`config.mk`:
```
export PLATFORM = sky130hd
export DESIGN_NAME = multicycle_control_unit_flat
export DESIGN_NICKNAME = d
export VERILOG_FILES = /design/src/rtl/multicycle_control_unit_if.sv /design/src/rtl/multicycle_control_unit.sv /design/src/flat_wrapper.sv
export SDC_FILE = /design/constraint.sdc
export NUM_CORES = 1
export LEC_CHECK = 0
export ABC_AREA = 1
export BUFFER_PORTS_ARGS = -buffer_cell sky130_fd_sc_hd__buf_4
export CAP_MARGIN = 10
export CELL_PAD_IN_SITES_DETAIL_PLACEMENT = 0
export CELL_PAD_IN_SITES_GLOBAL_PLACEMENT = 2
export CORE_ASPECT_RATIO = 1.1
export CORE_MARGIN = 5
export CORE_UTILIZATION = 30
export CTS_BUF_LIST = sky130_fd_sc_hd__clkbuf_4 sky130_fd_sc_hd__clkbuf_8
export DETAILED_ROUTE_END_ITERATION = 12
export PLACE_DENSITY = 0.85
export SLEW_MARGIN = 20
export SYNTH_ARGS = -nofsm -noshare
export SYNTH_HDL_FRONTEND = slang
export SYNTH_SLANG_ARGS = --single-unit
```
`constraint.sdc`:
```
create_clock -name clk -period 3.5 [get_ports clk]
set_input_delay 0.175 -clock clk [delete_from_list [all_inputs] [get_ports clk]]
set_output_delay 0.175 -clock clk [all_outputs]
set_load 0.05 [all_outputs]
```
`src/rtl/multicycle_control_unit_if.sv`:
```
// multicycle_control_unit_if
// Bundles the instruction-fetch handshake, the datapath status inputs and
// all datapath control outputs of the multi-cycle control unit.
//   master : the control unit (consumes instr/instr_valid/EQ/mem_ready,
//            drives instr_ready, datapath enables, status and counter)
//   slave  : the surrounding core / environment
// Parameters ALU_CTRL_W, IMM_SRC_W and CNT_W must match the control unit.
interface multicycle_control_unit_if #(
  parameter int ALU_CTRL_W = 3,
  parameter int IMM_SRC_W  = 2,
  parameter int CNT_W      = 16
);
  logic [31:0]           instr;
  logic                  instr_valid;
  logic                  instr_ready;
  logic                  EQ;
  logic                  mem_ready;
  logic                  RegWrite;
  logic [ALU_CTRL_W-1:0] ALUctrl;
  logic                  ALUsrc;
  logic [IMM_SRC_W-1:0]  ImmSrc;
  logic                  PCsrc;
  logic                  PCen;
  logic                  MemRead;
  logic                  MemWrite;
  logic                  ResultSrc;
  logic                  mem_timeout;
  logic                  illegal;
  logic [CNT_W-1:0]      instr_count;

  modport master (
    input  instr, instr_valid, EQ, mem_ready,
    output instr_ready, RegWrite, ALUctrl, ALUsrc, ImmSrc, PCsrc, PCen,
           MemRead, MemWrite, ResultSrc, mem_timeout, illegal, instr_count
  );

  modport slave (
    output instr, instr_valid, EQ, mem_ready,
    input  instr_ready, RegWrite, ALUctrl, ALUsrc, ImmSrc, PCsrc, PCen,
           MemRead, MemWrite, ResultSrc, mem_timeout, illegal, instr_count
  );
endinterface

```
`src/rtl/multicycle_control_unit.sv`:
```
// multicycle_control_unit
// Registered multi-cycle control FSM for the reduced RISC-V core
// (addi/andi, add/sub, beq/bne, lw/sw): IDLE -> DECODE -> EXEC -> MEM -> WB.
// Ports:
//   clk  : rising-edge clock
//   rst  : synchronous active-high reset; all outputs forced to 0 while high
//   bus  : multicycle_control_unit_if.master - fetch handshake, EQ flag,
//          mem_ready, datapath enables, mem_timeout, illegal, instr_count
// Optional feature macro: ILLEGAL_TRAP_EN - an illegal instruction parks the
// FSM in TRAP (sticky illegal, no strobes, no instr_ready) until reset.
module multicycle_control_unit #(
  parameter int ALU_CTRL_W   = 3,
  parameter int IMM_SRC_W    = 2,
  parameter int MEM_WAIT_MAX = 15,
  parameter int CNT_W        = 16
) (
  input logic                       clk,
  input logic                       rst,
  multicycle_control_unit_if.master bus
);
  localparam int WAIT_W = 8;
  localparam logic [ALU_CTRL_W-1:0] ALU_ADD = '0;
  localparam logic [ALU_CTRL_W-1:0] ALU_SUB = ALU_CTRL_W'(1);
  localparam logic [ALU_CTRL_W-1:0] ALU_AND = ALU_CTRL_W'(2);
  localparam logic [IMM_SRC_W-1:0]  IMM_I   = '0;
  localparam logic [IMM_SRC_W-1:0]  IMM_S   = IMM_SRC_W'(1);
  localparam logic [IMM_SRC_W-1:0]  IMM_B   = IMM_SRC_W'(2);

  typedef enum logic [2:0] {
    IDLE, DECODE, EXEC, MEM, WB
`ifdef ILLEGAL_TRAP_EN
    , TRAP
`endif
  } state_t;

  state_t              state_reg, state_next;
  logic [31:0]         instr_reg;
  logic [WAIT_W-1:0]   wait_reg, wait_next;
  logic [CNT_W-1:0]    count_reg;
  logic                retire;

  // Decode fields of the latched instruction only.
  logic [6:0] opcode;
  logic [2:0] funct3;
  logic       funct7_b5;
  logic       is_alui, is_alur, is_branch, is_lw, is_sw, is_beq, is_legal;
  logic [ALU_CTRL_W-1:0] alu_op_ctrl;

  assign opcode    = instr_reg[6:0];
  assign funct3    = instr_reg[14:12];
  assign funct7_b5 = instr_reg[30];

  assign is_alui   = (opcode == 7'b0010011) && (funct3 == 3'b000 || funct3 == 3'b111);
  assign is_alur   = (opcode == 7'b0110011) && (funct3 == 3'b000);
  assign is_branch = (opcode == 7'b1100011) && (funct3 == 3'b000 || funct3 == 3'b001);
  assign is_lw     = (opcode == 7'b0000011) && (funct3 == 3'b010);
  assign is_sw     = (opcode == 7'b0100011) && (funct3 == 3'b010);
  assign is_beq    = (funct3 == 3'b000);
  assign is_legal  = is_alui | is_alur | is_branch | is_lw | is_sw;

  // andi is the only funct3=111 op; sub only exists in the register form.
  assign alu_op_ctrl = (funct3 == 3'b111)          ? ALU_AND :
                       (is_alur && funct7_b5)      ? ALU_SUB : ALU_ADD;

  // Register indices and immediates belong to the datapath, not to control.
  logic unused_fields;
  assign unused_fields = &{1'b0, instr_reg[31], instr_reg[29:15], instr_reg[11:7]};

  // Unmasked outputs, decoded from state_reg/instr_reg (plus EQ, mem_ready).
  logic                  instr_ready_d, reg_write_d, alu_src_d, pc_src_d, pc_en_d;
  logic                  mem_read_d, mem_write_d, result_src_d, timeout_d, illegal_d;
  logic [ALU_CTRL_W-1:0] alu_ctrl_d;
  logic [IMM_SRC_W-1:0]  imm_src_d;

  always_ff @(posedge clk) begin
    if (rst) begin
      state_reg <= IDLE;
      instr_reg <= '0;
      wait_reg  <= '0;
      count_reg <= '0;
    end else begin
      state_reg <= state_next;
      wait_reg  <= wait_next;
      if (state_reg == IDLE && bus.instr_valid)
        instr_reg <= bus.instr;
      if (retire)
        count_reg <= count_reg + 1'b1;
    end
  end

  always_comb begin
    state_next    = state_reg;
    wait_next     = wait_reg;
    retire        = 1'b0;
    instr_ready_d = 1'b0;
    reg_write_d   = 1'b0;
    alu_ctrl_d    = ALU_ADD;
    alu_src_d     = 1'b0;
    imm_src_d     = IMM_I;
    pc_src_d      = 1'b0;
    pc_en_d       = 1'b0;
    mem_read_d    = 1'b0;
    mem_write_d   = 1'b0;
    result_src_d  = 1'b0;
    timeout_d     = 1'b0;
    illegal_d     = 1'b0;
    case (state_reg)
      IDLE: begin
        instr_ready_d = 1'b1;
        if (bus.instr_valid)
          state_next = DECODE;
      end
      DECODE: begin
        if (!is_legal) begin
          illegal_d = 1'b1;
`ifdef ILLEGAL_TRAP_EN
          state_next = TRAP;
`else
          pc_en_d    = 1'b1;   // skip to PC+4 without retiring
          state_next = IDLE;
`endif
        end else begin
          state_next = EXEC;
        end
      end
      EXEC: begin
        if (is_branch) begin
          alu_ctrl_d = ALU_SUB;
          imm_src_d  = IMM_B;
          pc_en_d    = 1'b1;
          pc_src_d   = is_beq ? bus.EQ : !bus.EQ;
          retire     = 1'b1;
          state_next = IDLE;
        end else if (is_lw || is_sw) begin
          alu_ctrl_d = ALU_ADD;
          alu_src_d  = 1'b1;
          imm_src_d  = is_sw ? IMM_S : IMM_I;
          wait_next  = '0;
          state_next = MEM;
        end else begin
          alu_ctrl_d = alu_op_ctrl;
          alu_src_d  = is_alui;
          state_next = WB;
        end
      end
      MEM: begin
        mem_read_d  = is_lw;
        mem_write_d = is_sw;
        if (bus.mem_ready) begin
          // Completion takes priority over a timeout in the same cycle.
          if (is_sw) begin
            pc_en_d    = 1'b1;
            retire     = 1'b1;
            state_next = IDLE;
          end else begin
            state_next = WB;
          end
        end else if (wait_reg == WAIT_W'(MEM_WAIT_MAX)) begin
          timeout_d  = 1'b1;
          pc_en_d    = 1'b1;
          state_next = IDLE;
        end else begin
          wait_next = wait_reg + 1'b1;
        end
      end
      WB: begin
        reg_write_d  = 1'b1;
        result_src_d = is_lw;
        pc_en_d      = 1'b1;
        retire       = 1'b1;
        state_next   = IDLE;
      end
`ifdef ILLEGAL_TRAP_EN
      TRAP: begin
        illegal_d = 1'b1;
      end
`endif
      default: state_next = IDLE;
    endcase
  end

  // Reset masks every output in the same cycle it is asserted, so an
  // aborted access never shows a partial strobe.
  assign bus.instr_ready = !rst && instr_ready_d;
  assign bus.RegWrite    = !rst && reg_write_d;
  assign bus.ALUctrl     = rst ? '0 : alu_ctrl_d;
  assign bus.ALUsrc      = !rst && alu_src_d;
  assign bus.ImmSrc      = rst ? '0 : imm_src_d;
  assign bus.PCsrc       = !rst && pc_src_d;
  assign bus.PCen        = !rst && pc_en_d;
  assign bus.MemRead     = !rst && mem_read_d;
  assign bus.MemWrite    = !rst && mem_write_d;
  assign bus.ResultSrc   = !rst && result_src_d;
  assign bus.mem_timeout = !rst && timeout_d;
  assign bus.illegal     = !rst && illegal_d;
  assign bus.instr_count = rst ? '0 : count_reg;
endmodule

```
`src/flat_wrapper.sv`:
```
// flat-port wrapper written by rule: the top's interface ports become plain ports
module multicycle_control_unit_flat 
#(
  parameter int ALU_CTRL_W   = 3,
  parameter int IMM_SRC_W    = 2,
  parameter int MEM_WAIT_MAX = 15,
  parameter int CNT_W        = 16
)
  (clk, rst, bus_instr, bus_instr_valid, bus_EQ, bus_mem_ready, bus_instr_ready, bus_RegWrite, bus_ALUctrl, bus_ALUsrc, bus_ImmSrc, bus_PCsrc, bus_PCen, bus_MemRead, bus_MemWrite, bus_ResultSrc, bus_mem_timeout, bus_illegal, bus_instr_count);
  multicycle_control_unit_if #(.ALU_CTRL_W(ALU_CTRL_W), .IMM_SRC_W(IMM_SRC_W), .CNT_W(CNT_W)) bus_i ();
  input logic clk;
  input logic rst;
  input wire logic [$bits(bus_i.instr)-1:0] bus_instr;
  input wire logic [$bits(bus_i.instr_valid)-1:0] bus_instr_valid;
  input wire logic [$bits(bus_i.EQ)-1:0] bus_EQ;
  input wire logic [$bits(bus_i.mem_ready)-1:0] bus_mem_ready;
  output wire logic [$bits(bus_i.instr_ready)-1:0] bus_instr_ready;
  output wire logic [$bits(bus_i.RegWrite)-1:0] bus_RegWrite;
  output wire logic [$bits(bus_i.ALUctrl)-1:0] bus_ALUctrl;
  output wire logic [$bits(bus_i.ALUsrc)-1:0] bus_ALUsrc;
  output wire logic [$bits(bus_i.ImmSrc)-1:0] bus_ImmSrc;
  output wire logic [$bits(bus_i.PCsrc)-1:0] bus_PCsrc;
  output wire logic [$bits(bus_i.PCen)-1:0] bus_PCen;
  output wire logic [$bits(bus_i.MemRead)-1:0] bus_MemRead;
  output wire logic [$bits(bus_i.MemWrite)-1:0] bus_MemWrite;
  output wire logic [$bits(bus_i.ResultSrc)-1:0] bus_ResultSrc;
  output wire logic [$bits(bus_i.mem_timeout)-1:0] bus_mem_timeout;
  output wire logic [$bits(bus_i.illegal)-1:0] bus_illegal;
  output wire logic [$bits(bus_i.instr_count)-1:0] bus_instr_count;
  assign bus_i.instr = bus_instr;
  assign bus_i.instr_valid = bus_instr_valid;
  assign bus_i.EQ = bus_EQ;
  assign bus_i.mem_ready = bus_mem_ready;
  assign bus_instr_ready = bus_i.instr_ready;
  assign bus_RegWrite = bus_i.RegWrite;
  assign bus_ALUctrl = bus_i.ALUctrl;
  assign bus_ALUsrc = bus_i.ALUsrc;
  assign bus_ImmSrc = bus_i.ImmSrc;
  assign bus_PCsrc = bus_i.PCsrc;
  assign bus_PCen = bus_i.PCen;
  assign bus_MemRead = bus_i.MemRead;
  assign bus_MemWrite = bus_i.MemWrite;
  assign bus_ResultSrc = bus_i.ResultSrc;
  assign bus_mem_timeout = bus_i.mem_timeout;
  assign bus_illegal = bus_i.illegal;
  assign bus_instr_count = bus_i.instr_count;
  multicycle_control_unit #(.ALU_CTRL_W(ALU_CTRL_W), .IMM_SRC_W(IMM_SRC_W), .MEM_WAIT_MAX(MEM_WAIT_MAX), .CNT_W(CNT_W)) u_core (.clk(clk), .rst(rst), .bus(bus_i));
endmodule
```
==> results of run 1 <==
-- how the worst max path moves through the flow --
stage	startpoint	end	slack [ps]
after floorplan	u_core.instr_reg[1]$_SDFFE_PP0P_	bus_PCsrc	1040
after global placement	u_core.instr_reg[13]$_SDFFE_PP0P_	bus_PCen	1510
after detailed placement	u_core.instr_reg[13]$_SDFFE_PP0P_	bus_PCen	1510
after CTS	u_core.instr_reg[13]$_SDFFE_PP0P_	bus_PCen	1180
after global routing	u_core.instr_reg[13]$_SDFFE_PP0P_	bus_PCen	990
final	u_core.instr_reg[13]$_SDFFE_PP0P_	bus_PCen	1220
-- metal layers --
layer | wire [µm] | share of wire [%] | up-vias
li1 | - | - | 1310
met1 | 3170 | 47 | 1118
met2 | 3260 | 48 | 36
met3 | 222 | 3.3 | 9
met4 | 86 | 1.3 | 0
met5 | 0 | 0 | -
-- per-stage QoR --
step | util (%) | hold slack, ps
after detailed placement | 36.05 | 449.0
after global routing | 37.05 | 161.6
final | 37.05 | 159.9
after CTS | 37.05 | 157.6
after floorplan | - | 339.4
after global placement | 36.05 | 441.0
-- worst max-delay path: cells and delay by family (launching register included) --
| family | cells | cell delay [ps] |
|---|---|---|
| AO/OA/AOI/OAI | 1 | 130 |
| AND/OR/NAND/NOR | 7 | 1030 |
| buffers and inverters | 2 | 300 |
| flip-flops | 1 | 340 |
-- cell type report --
class                      count  area [µm²]
clock buffer                   5       68.82
clock inverter                 2       10.01
fill                         912        4981
inverter                      47       176.4
multi-input combinational    282        1435
sequential                    38       760.7
tap                          108       135.1
timing repair buffer          46       345.3
-- cell usage in the layout, fill, tap and decap left out, types with 3 or more instances in the layout --
master	n
o21ai_0	8
a21oi_2	6
inv_1	40
buf_4	46
nor2_1	60
nand3_1	36
inv_2	6
nor2_2	3
nand2_2	9
xor2_1	7
a21oi_1	29
nand2_1	73
dfxtp_1	38
nor3_1	11
clkbuf_8	5
nand4_1	15
nor2_4	3
-- kinds of logic (layout without fill, tap and decap cells) --
logic type	count (synthesis)	in the layout	synth area share [%]
buffers and inverters	60	100	10.18
XOR/XNOR	9	9	3.224
flip-flops	38	38	31.12
other	1	1	0.1534
AND/OR/NAND/NOR	220	220	42.63
AO/OA/AOI/OAI	50	50	11.67
adder cells (fa/ha/maj)	2	2	1.023
-- report_power, final --
group | switching, mW | internal (mW) | total, mW
Combinational | 0.0567 | 0.0300 | 0.0867
Clock | 0.166 | 0.134 | 0.300
Sequential | 0.00834 | 0.442 | 0.451
Total | 0.231 | 0.607 | 0.838
==> reports/metrics.cfg, run 1 <==
[sta]
worst_slew_pin_slew_ps = 525.0
finalClockSkew_ps = 9.162
slew-limit-headroom_pct = 65.00
period_needed_ps = 2281
report.final.slew_viol_count = 0
hold_viol_final = 0
fin_setup_tns_ps = 0
setup_violations = 0
clock.fmax_mhz = 438.4
grt_setup_unrepaired = false
fin_ws_ps = 1219
fin_crit_sh_pct = 65.18

[power]
power_per_cell_area_mw_per_mm2 = 285.7
power_mw = 0.8375
p_leak_nw = 1.149
peakVddDrop_mv = 0.1302

[floorplanning]
num_io_pins = 68
start_util_pct = 30.90
die_h_um = 104.7
chipWidth_um = 96.08
rows = 34
die_area_mm2 = 0.01006
core_region_area_mm2 = 0.007913

[logic_synthesis]
synth.distinct_cells = 36
syn-num-nets = 419
synthCells = 380
synth.top_cells.by_count = 73 x nand2_1, 60 x nor2_1, 40 x inv_1
ys.flop_type = dfxtp_1
yosysTopAreaCell = dfxtp_1
ys_seq_area_share_pct = 31.12
async_reset_ff_share_pct = 0
synth-seq-cells = 38
synth.avg_cell_area_um2 = 6.434
synth_area_mm2 = 0.002445
yosys-top-cells-area = dfxtp_1 31%, nand2_1 11%, nor2_1 9.2%
synth_top_area_share_pct = 31.12
synth_edf_count = 0
yosysWarnings = 0
yosysMostFrequentCell = nand2_1

[global_routing]
use_met2_pct = 22.89
met3_usage_pct = 2.876
antenna_found_initial = 0
grt_usage_pct = 13.91
grt_pass1_vias = 2477
grt_pass1_wl_um = 11450
grt_use_met1_pct = 18.03
overflow = 0
gr-max-usage-layer = met2
grt_max_degree = 47

[drt]
vias_per_cell = 4.684
antenna_left = 0
num_vias = 2473
avgRoutedWirePerCell_um = 12.76
firstDrtPassIters = 4
first_iter_violations = 101
routed_wl_um = 6738
drc_errors = 0

[clocking]
root_buffer = clkbuf_8
cts_resized = 0
postCtsHoldBufs = 0
cts_tree = built
cts_setup_buffers = 0
cts_max_level = 2
clock_path_buffers = 2
numCtsBuffers = 5
insertion_delay_ps = 300
cts_sinks = 38
clk_pin_slew_ps = 80

[critical_path]
rr_worst_depth = 10
slowest_stage = nand3_4
path_class = reg -> out
worstPathMaxFanout = 23
reg2reg_to = u_core.count_reg[5]$_SDFFE_PP0P_
r2r_setup_slack_ps = 1780
path_common_cell = nor2_1
required_ps = 3320
path_cells = nor2_1 > nand2_1 > nor2_1 > nand2_1 > inv_2 > nand2_2 > nand3_4 > nor2_1 > a21oi_1 > buf_4
startpoint_type = flop
end_kind = primary output
r2r-start = u_core.instr_reg[13]$_SDFFE_PP0P_
arrival_ps = 2110
cpPeakStageDelay_ps = 350

[place]
port_buffers = 45
gp_congestion = 0.8007
placed_area_mm2 = 0.002853
placed_cells = 521
dp_hpwl_um = 4938
post-place-ws_ps = 1514

[layout]
final_cell_count_no_fill = 528
stdcell_area_mm2 = 0.002932
drive_gt1_share_pct = 20.48
area_growth_pct = 19.91
largest_reg_flops = 16
layout.nets = 459
diodes = 0

[run_status]
status = finished clean

[hold_path]
hold_path_depth = 3
hold_path_class = in -> reg
hold_start = bus_instr[1]
worst_hold_path.endpoint = u_core.instr_reg[1]$_SDFFE_PP0P_

[job]
drv_cap = 0

(Power assumes the default switching activity.)
==> run 2, diff against run 1 <==
--- a/config.mk
+++ b/config.mk
@@ -12,10 +12,10 @@
 export CELL_PAD_IN_SITES_GLOBAL_PLACEMENT = 2
 export CORE_ASPECT_RATIO = 1.1
 export CORE_MARGIN = 5
-export CORE_UTILIZATION = 30
+export CORE_UTILIZATION = 28
 export CTS_BUF_LIST = sky130_fd_sc_hd__clkbuf_4 sky130_fd_sc_hd__clkbuf_8
 export DETAILED_ROUTE_END_ITERATION = 12
-export PLACE_DENSITY = 0.85
+export PLACE_DENSITY = 0.8
 export SLEW_MARGIN = 20
 export SYNTH_ARGS = -nofsm -noshare
 export SYNTH_HDL_FRONTEND = slang
==> constraint.sdc (replaced) <==
create_clock -name clk -period 2.15 [get_ports clk]
set_input_delay 0.1075 -clock clk [delete_from_list [all_inputs] [get_ports clk]]
set_output_delay 0.1075 -clock clk [all_outputs]
set_load 0.05 [all_outputs]
==> reports/metrics.cfg, run 2 (synthesized netlist as in run 1, its figures left out) <==
[drt]
avgRoutedWirePerCell_um = 12.89  ; +1.0%
firstDrtPassIters = 4  ; unchanged
vias_per_cell = 4.644  ; -0.85%
antenna_left = 0  ; unchanged
drc_errors = 0  ; unchanged
routed_wl_um = 6950  ; +3.1%
num_vias = 2503  ; +1.2%
first_iter_violations = 81  ; -20%
wl_met2_um = 3381  ; +3.7%
m1WireLength_um = 3299  ; +4.1%
top_layer = met4
dr_wl_met3_um = 196  ; -12%

[layout]
area_growth_pct = 23.49
layout_common_cells = 73 x nand2_1, 57 x nor2_1, 55 x buf_4, 40 x inv_1, 38 x dfxtp_1
layout.nets = 468  ; +2.0%
n_fill_cell = 942  ; +3.3%
drive_gt1_share_pct = 22.90  ; +2.4 points
final_common_cell = nand2_1
diodes = 0  ; unchanged
final_cell_count_no_fill = 539  ; +2.1%
largest_reg_flops = 16  ; unchanged

[sta]
hold_slack_ps = 88.91  ; -71.02 ps
finalClockSkew_ps = 12.59  ; +3.429 ps
report.final.slew_viol_count = 0  ; unchanged
clock.fmax_mhz = 508.4
fin_ws_ps = 183.2  ; -1036 ps
setup_violations = 0  ; unchanged
period_needed_ps = 1967
hold_viol_final = 0  ; unchanged
fin_crit_sh_pct = 91.48
fin_setup_tns_ps = 0  ; unchanged
grt_setup_unrepaired = false

[power]
power_mw = 1.386  ; +66%
power_per_cell_area_mw_per_mm2 = 459.2  ; +61%
p_leak_nw = 1.193  ; +3.9%
peakVddDrop_mv = 0.1700  ; +31%

[place]
placed_cells = 528  ; +1.3%
dp_hpwl_um = 5252  ; +6.4%
post-place-ws_ps = 393.1  ; -1121 ps
port_buffers = 45  ; unchanged
gp_congestion = 0.8238  ; +2.9%

[critical_path]
startpoint_type = flop
worstPathMaxFanout = 11  ; -52%
arrival_ps = 1860  ; -250 ps
path_class = reg -> out
end_kind = primary output
required_ps = 2040  ; -1280 ps
r2r_setup_slack_ps = 440  ; -1340 ps

[global_routing]
antenna_found_initial = 0  ; unchanged
grt_usage_pct = 13.34  ; -0.56 points
grt_pass1_wl_um = 11830  ; +3.3%
grt_max_degree = 36  ; -23%
overflow = 0  ; unchanged
grt_pass1_vias = 2522  ; +1.8%

[floorplanning]
rows = 35  ; +2.9%
core_region_area_mm2 = 0.008452  ; +6.8%
start_util_pct = 28.93  ; -2.0 points
die_area_mm2 = 0.01070  ; +6.4%
chipWidth_um = 99.10  ; +3.1%
num_io_pins = 68  ; unchanged
die_h_um = 108.0  ; +3.2%

[job]
drv_cap = 0  ; unchanged

[clocking]
cts_tree = built
root_buffer = clkbuf_8
clk_pin_slew_ps = 80  ; about the same
clock_path_buffers = 2  ; unchanged
cts_sinks = 38  ; unchanged
numCtsBuffers = 5  ; unchanged
postCtsHoldBufs = 0  ; unchanged
insertion_delay_ps = 300  ; about the same
cts_max_level = 2  ; unchanged

[hold_path]
hold_path_class = in -> reg

[run_status]
status = finished clean

## run 2: cell types whose count changed in the layout (fill, tap and decap cells not counted), sizes merged
cell and change:
clkinv -2, buf +9, clkbuf +1
## run 2: routing by layer
metal  vias up  GRT usage (%)
met5         -              0
met4         0          3.220
met3         8          2.387
met2        31          23.22
met1      1140          17.07
li1       1324              -
## run 2: final timing paths
path / to / start / cells past startpoint
max: bus_PCen / u_core.instr_reg[5]$_SDFFE_PP0P_ / 9
min: u_core.wait_reg[6]$_SDFFE_PP0P_ / rst / 2
max reg2reg: u_core.count_reg[14]$_SDFFE_PP0P_ / u_core.count_reg[1]$_SDFFE_PP0P_ / 7
min reg2reg: u_core.instr_reg[2]$_SDFFE_PP0P_ / u_core.instr_reg[2]$_SDFFE_PP0P_ / 2
## run 2: metrics by stage
step / utilization (%) / area, µm²
global placement: 34.27 / 2897
finish: 35.72 / 3019
global route: 35.72 / 3019
CTS: 35.25 / 2979
floorplan: - / 2455
detailed placement: 34.27 / 2897
## run 2: area by class of cell
cell class / count / area (µm²) / area share, %
multi-input cells: 282 / 1448 / 47.95
flip-flops and latches: 38 / 760.7 / 25.20
repair buffers: 55 / 412.9 / 13.68
inverters: 47 / 176.4 / 5.843
well taps: 111 / 138.9 / 4.600
clock buffers: 6 / 82.58 / 2.735
## run 2: timing repair
item | 4_1_cts | 5_1_grt
setup buffers | 0 | 5
gates resized for setup | 0 | 1
setup endpoints to repair | 0 | 2
## run 2: report_power, final
part	total, mW	switching, mW	internal [mW]
logic	0.144	0.0938	0.0502
clock network	0.509	0.261	0.248
registers	0.734	0.0132	0.721
## run 2: worst max-delay path: stages (launching register included)
cell	delay, ps
dfxtp_1	390
nand2_1	110
nor2_2	140
nand3_4	130
inv_2	90
nand2_2	170
nand3_4	160
nor2_1	50
a21oi_1	110
buf_4	210
